==> config.mk <==
export PLATFORM = sky130hd
export DESIGN_NAME = skew_loader
export DESIGN_NICKNAME = d
export VERILOG_FILES = /design/src/rtl/skew_loader.sv
export SDC_FILE = /design/constraint.sdc
export NUM_CORES = 1
export LEC_CHECK = 0
export CAP_MARGIN = 10
export CORE_MARGIN = 2
export CORE_UTILIZATION = 35
export DETAILED_ROUTE_END_ITERATION = 10
export PLACE_DENSITY_LB_ADDON = 0.3
export SYNTH_ARGS = -nofsm -noshare
export SYNTH_HDL_FRONTEND = slang
export SYNTH_SLANG_ARGS = --single-unit
==> constraint.sdc <==
create_clock -name clk -period 1.8 [get_ports clk]
set_input_delay 0.45 -clock clk [delete_from_list [all_inputs] [get_ports clk]]
set_output_delay 0.45 -clock clk [all_outputs]
set_load 0.05 [all_outputs]
==> src/rtl/skew_loader.sv <==
// skew_loader: accepts one tile of LANES*DEPTH words from a valid/ready
// stream and writes them round-robin into LANES skewed input buffers.
// It then issues DEPTH+LANES-1 common read strobes so every lane drains its
// leading padding plus its DEPTH data words, and finally pulses done.
module skew_loader #(
    parameter int WORDLEN = 8,
    parameter int LANES   = 4,
    parameter int DEPTH   = 8
) (
    input  logic               clk,
    input  logic               rstn,
    input  logic               start,
    input  logic               abort,
    input  logic               s_valid,
    input  logic [WORDLEN-1:0] s_data,
    output logic               s_ready,
    output logic [LANES-1:0]   buf_write,
    output logic [WORDLEN-1:0] buf_din,
    output logic               buf_read,
    output logic               busy,
    output logic               done
);

    // Lane i carries i padding words, so the deepest lane needs DEPTH+LANES-1 reads.
    localparam int READS = DEPTH + LANES - 1;
    localparam int LW    = (LANES > 1) ? $clog2(LANES) : 1;
    localparam int VW    = (DEPTH > 1) ? $clog2(DEPTH) : 1;
    localparam int DW    = (READS > 1) ? $clog2(READS + 1) : 1;

    localparam logic [LW-1:0] LANE_LAST = LW'(LANES - 1);
    localparam logic [VW-1:0] VEC_LAST  = VW'(DEPTH - 1);
    localparam logic [DW-1:0] READ_LAST = DW'(READS);

    typedef enum logic [1:0] {
        ST_IDLE,
        ST_LOAD,
        ST_DRAIN,
        ST_DONE
    } state_t;

    state_t             r_state;
    state_t             w_next_state;
    logic [LW-1:0]      r_lane_cnt;
    logic [VW-1:0]      r_vec_cnt;
    logic [DW-1:0]      r_drain_cnt;
    logic [LANES-1:0]   r_buf_write;
    logic [WORDLEN-1:0] r_buf_din;
    logic               r_buf_read;

    logic               w_hs;
    logic               w_last_word;
    logic               w_drain_end;
    logic [LANES-1:0]   w_lane_onehot;

    assign s_ready     = (r_state == ST_LOAD);
    assign busy        = (r_state != ST_IDLE);
    assign done        = (r_state == ST_DONE);
    assign buf_write   = r_buf_write;
    assign buf_din     = r_buf_din;
    assign buf_read    = r_buf_read;

    assign w_hs        = s_valid && s_ready;
    assign w_last_word = (r_lane_cnt == LANE_LAST) && (r_vec_cnt == VEC_LAST);
    assign w_drain_end = (r_drain_cnt == READ_LAST);

    // Decode the current lane into its write strobe.
    always_comb begin
        w_lane_onehot = '0;
        for (int i = 0; i < LANES; i++) begin
            w_lane_onehot[i] = (r_lane_cnt == LW'(i));
        end
    end

    // State register.
    always_ff @(posedge clk or negedge rstn) begin
        if (!rstn) begin
            r_state <= ST_IDLE;
        end else begin
            r_state <= w_next_state;
        end
    end

    // Next-state logic; abort overrides every other transition.
    always_comb begin
        w_next_state = r_state;
        case (r_state)
            ST_IDLE:  if (start) w_next_state = ST_LOAD;
            ST_LOAD:  if (w_hs && w_last_word) w_next_state = ST_DRAIN;
            ST_DRAIN: if (w_drain_end) w_next_state = ST_DONE;
            ST_DONE:  w_next_state = ST_IDLE;
            default:  w_next_state = ST_IDLE;
        endcase
        if (abort) begin
            w_next_state = ST_IDLE;
        end
    end

    // Counters and registered buffer strobes/data.
    always_ff @(posedge clk or negedge rstn) begin
        if (!rstn) begin
            r_lane_cnt  <= '0;
            r_vec_cnt   <= '0;
            r_drain_cnt <= '0;
            r_buf_write <= '0;
            r_buf_din   <= '0;
            r_buf_read  <= 1'b0;
        end else begin
            r_buf_write <= '0;
            if (abort) begin
                r_lane_cnt  <= '0;
                r_vec_cnt   <= '0;
                r_drain_cnt <= '0;
                r_buf_read  <= 1'b0;
            end else begin
                case (r_state)
                    ST_LOAD: begin
                        r_drain_cnt <= '0;
                        r_buf_read  <= 1'b0;
                        if (w_hs) begin
                            r_buf_din   <= s_data;
                            r_buf_write <= w_lane_onehot;
                            if (r_lane_cnt == LANE_LAST) begin
                                r_lane_cnt <= '0;
                                r_vec_cnt  <= (r_vec_cnt == VEC_LAST) ? '0 : r_vec_cnt + VW'(1);
                            end else begin
                                r_lane_cnt <= r_lane_cnt + LW'(1);
                            end
                        end
                    end
                    ST_DRAIN: begin
                        // The first drain cycle is the final write cycle, so reads start one edge later.
                        if (w_drain_end) begin
                            r_buf_read <= 1'b0;
                        end else begin
                            r_buf_read  <= 1'b1;
                            r_drain_cnt <= r_drain_cnt + DW'(1);
                        end
                    end
                    default: begin
                        r_lane_cnt  <= '0;
                        r_vec_cnt   <= '0;
                        r_drain_cnt <= '0;
                        r_buf_read  <= 1'b0;
                    end
                endcase
            end
        end
    end

endmodule

### Yosys cells after proc, flatten, opt, wreduce, memory -nomap -nowiden

Cells that the tools add are included.

* flip-flop bits (word level): 24
* input port bits: 13
* output and inout port bits: 16

* $add $sub $neg: 3
* eq/ne operators: 15
* multiplexer cells: 23
* bitwise logic cells: 1
* reductions and logical operators: 10

Operators with widths (count)
* 4-bit 2-to-1 mux: 6
* 2-bit 2-to-1 mux: 7
* 3-bit 2-to-1 mux: 4
* 3-bit by 2-bit inequality test with 1-bit output, second input constant: 3
* 3-bit inequality test, second input constant: 3
* 3-bit AND reduction: 3
* 2-bit equality test, second input constant: 4
* 2-bit one-hot mux with 4 select lines: 1
* 3-bit one-hot mux with 2 select lines: 1
* 4-bit by 1-bit adder with 4-bit output, second input constant: 1
* 2-bit by 1-bit equality test with 1-bit output, second input constant: 2
* 4-bit equality test, second input constant: 1
* 2-bit logical NOT: 2
* 2-bit one-hot mux with 2 select lines: 1
* 3-bit by 1-bit adder with 3-bit output, second input constant: 1
* 3-bit equality test, second input constant: 1
* 1-bit logical AND: 3
* 1-bit 2-to-1 mux: 3
* 2-bit by 1-bit adder with 2-bit output, second input constant: 1
* 2-bit inequality test, second input constant: 1
* 2-bit AND reduction: 1
* 2-bit nonzero test: 1
* 1-bit NOT: 1

### Depth between registers and ports, before layout

* depth after elaboration: 6
* mapped depth: 7
* gate-level depth less buffers: 6

### Least setup slack after synthesis

OpenSTA, ideal clock, no wires.

* path kind: register to register
* start point: register r_state[1]
* end point: register r_buf_din[0] (netlist: buf_din[0])
* setup time: 125 ps
* arrival: 1852 ps
* slack: -177 ps
* stages on the path, launching flop included: 7
* path buffers: 1
* clock period less this slack: 1977 ps
* cell sequence: dfrtp_1 > inv_1 > ha_1 > nand2_1 > nor2_2 > buf_6 > mux2_2

* cells in the longest elaborated chain, start to end: 3

Ends and longest elaborated chain
* from (decl): RTL line 41 `state_t r_state;`
* from (signal assigned): RTL line 79 `r_state <= w_next_state;`
* 2-bit by 1-bit equality test with 1-bit output *: RTL line 55 `assign s_ready = (r_state == ST_LOAD);`
* via s_ready: RTL line 16 `output logic s_ready,`
* 1-bit logical AND: RTL line 62 `assign w_hs = s_valid && s_ready;`
* 3-bit AND reduction (no line) *
* to (signal assigned): RTL line 120 `r_buf_din <= s_data;`
* to (decl): RTL line 47 `logic [WORDLEN-1:0] r_buf_din;`

Mark *: on every way through the listed nets, which the timed path passes. The rest lies on a longest branch.
A chain may end at the register's enable or synchronous reset.

### Final worst setup path

* start point: register r_state[1]
* end point: output s_ready

* cells in the longest elaborated chain, start to end: 1

Ends and longest elaborated chain (RTL line)
* 2-bit by 1-bit equality test with 1-bit output: 55
* to (decl): 16

No other way between the ends.

==> run_results.csv <==
group,metric,value,unit
outcome,status,"complete, no violations",
cells_and_area,num-fill-cells,331,
cells_and_area,syn2layout_area_growth,37.2,%
detailed_routing,dr.pass1.iters,4,
yosys,yosys_warnings,0,
grt,antenna_found_initial,0,
placed_design,gp_congestion,0.684,
cells_and_area,ff_latch_area,601,um^2
detailed_routing,drc_errors,0,
setup_path,cp_max_fo,5,
cells_and_area,final_cell_mix,"24 x dfrtp_1, 24 x buf_4, 12 x clkdlybuf4s50_1, 10 x nor2_1, 10 x ha_1",
grt,grt_max_degree,25,
yosys,synth_cells,98,
sta,fmax,576,MHz
setup_path,cp_data_arrival_time,1290,ps
detailed_routing,totalWireLength,2140,um
floorplan,start_util,36.2,%
clocking,ctsHoldBuffers,0,
job,max-cap-violations,0,
clocking,htreeDepth,1,
floorplan,core,3310,um^2
sta,setup_violations,0,
sta,drv_slew,0,
clocking,cts.sinks,24,
floorplan,die_h,62.5,um
clocking,cts_tree,"yes",
pwr,p_per_area,1440,nW/um^2
floorplan,io_pins,29,
grt,grt_overflow,0,
floorplan,dieWidth,62.5,um
setup_path,end_kind,"output port",
sta,fin_crit,1740,ps
clocking,clock-root-buffer,"clkbuf_4",
pwr,p_leak,0.854,nW
cells_and_area,nNetsFinal,163,
pwr,power,2.36,mW
clocking,clk_latency,320,ps
setup_path,critPathKind,"flop to output port",
hold_path,worstHoldPathType,"primary input to asynchronous set/reset pin",
yosys,yosysTopAreaCell,"dfrtp_1",
pwr,ir_drop,0.528,mV
yosys,syn_area_per_cell,12.2,um^2
sta,fin_skew,2.06,ps
grt,track_usage,11.7,%
sta,tightest_slew,377,ps
setup_path,cp.required,1350,ps
yosys,yosysSeqAreaShare,50.1,%
yosys,synth_top_area_share,50.1,%
setup_path,startpoint_type,"flop",
placed_design,port_buffers,28,
detailed_routing,drt-initial-drc-count,14,
yosys,ys_ff_latch,24,
sta,worst_slack,64.1,ps
cells_and_area,antennaDiodeCount,0,
sta,fin_crit_sh,96.4,%
detailed_routing,vias,820,
yosys,synth_area,1200,um^2
grt,grt_pass1_vias,822,
sta,setup_tns,0,ps
cells_and_area,multiInputGateArea,551,um^2
clocking,clock_path_buffers,2,
yosys,synth.net_count,122,
detailed_routing,routedWlPerCell,11.6,um
grt,grt_first_pass_wirelength,3510,um
placed_design,dp_slack,-54.8,ps
cells_and_area,drive_gt1_share,35.5,%
yosys,synth_cell_types,30,
setup_path,reg2reg_slack,220,ps
placed_design,hpwl,1650,um
clocking,cts-buffers-inserted,3,
sta,rsz0062_at_grt,"false",
floorplan,dieArea,3910,um^2
detailed_routing,vias_per_cell,4.46,
sta,slew_headroom,74.9,%
sta,hold_viol_final,0,
floorplan,row_count,21,
clocking,path_clk_slew,130,ps
yosys,netlist_top_cells_area,"dfrtp_1 50%, ha_1 11%, mux2_2 8.5%",
detailed_routing,postRouteAntennaNets,0,
registers in the layout, indices dropped and copies added (netlist names):
register,flops
buf_din,8
buf_read,1
buf_write,4
r_drain_cnt,4
r_lane_cnt,2
r_state,2
r_vec_cnt,3
logic make-up (layout without fill, tap and decap cells):
logic type | Yosys count | in the layout | share of synthesized area [%]
compound gates | 10 | 10 | 5.43
xor+xnor | 3 | 3 | 2.19
fa+ha+maj | 11 | 11 | 11.5
buf+inv | 9 | 49 | 4.17
flops | 24 | 24 | 50.1
mux | 11 | 11 | 10.1
simple gates | 30 | 30 | 16.5
repair_timing:
action                     CTS  global route
hold endpoints to repair     0             0
resized for setup            0             2
setup endpoints to repair    0             2
setup buffers                0             2
through the flow:
step | utilization, % | instances | cell area, um^2 | hold WS, ps
after global placement | 47.6 | 178 | 1580 | 492
after detailed placement | 47.6 | 178 | 1580 | 500
after global routing | 49.7 | 184 | 1640 | 494
after CTS | 49.2 | 182 | 1630 | 477
final | 49.7 | 184 | 1640 | 462
after floorplan | - | 98 | 1200 | 154
worst paths after layout:
check	end	start	depth (start not counted)
worst max-delay path	s_ready	r_state[1]	4
worst min-delay path	r_drain_cnt[3]	rstn	2
worst max register to register	r_state[1]	r_state[1]	6
worst min register to register	buf_din[2]	buf_din[2]	1
max in group asynchronous	r_state[1]	rstn	2
min in group clk	buf_din[2]	buf_din[2]	1
critical path, stage by stage, from the launching register on:
cell and delay [ps]:
dfrtp_1 420, inv_2 80, ha_2 170, buf_4 150, buf_12 140
cell usage after synthesis:
library cell  number
o21ai_0            2
nand2b_1           1
o21a_1             1
ha_1              11
buf_6              2
a31o_1             1
nand2b_4           2
nor2_2             1
nand2_1            3
nor3b_4            1
nand3_1            1
buf_2              1
dfrtp_1           24
nor3_1             1
and3_1             1
nor2_1            10
inv_1              6
a21oi_1            3
nor4_1             1
nor2b_2            1
a22oi_1            1
a21o_1             1
mux2i_1            2
nor3b_1            1
a22o_1             1
and2_1             5
xnor2_1            1
nand3b_4           1
mux2_2             9
xor2_1             2
power by group:
| group | total [mW] | leakage, nW | internal (mW) | switching [mW] |
|---|---|---|---|---|
| clock | 0.394 | 0.0279 | 0.225 | 0.168 |
| combinational | 1.23 | 0.509 | 0.496 | 0.731 |
| sequential | 0.739 | 0.316 | 0.662 | 0.0776 |
| total | 2.36 | 0.854 | 1.38 | 0.977 |
routing by layer:
layer | up-vias | global-route usage, % | part of all wire [%]
met2 | 13 | 19.4 | 51
li1 | 405 | - | -
met1 | 397 | 13.9 | 43
met4 | 0 | 7.50 | 2.8
met3 | 5 | 2.16 | 3.2
met5 | - | 0 | 0
layout make-up:
class	count	area share (%)
well taps	46	3.50
repair buffers	39	21.9
flip-flops and latches	24	36.5
inverters	6	1.37
clock inverters	1	1.83
multi-input cells	65	33.5
clock buffers	3	1.37
Note: power is estimated with default switching activity, not from simulation.
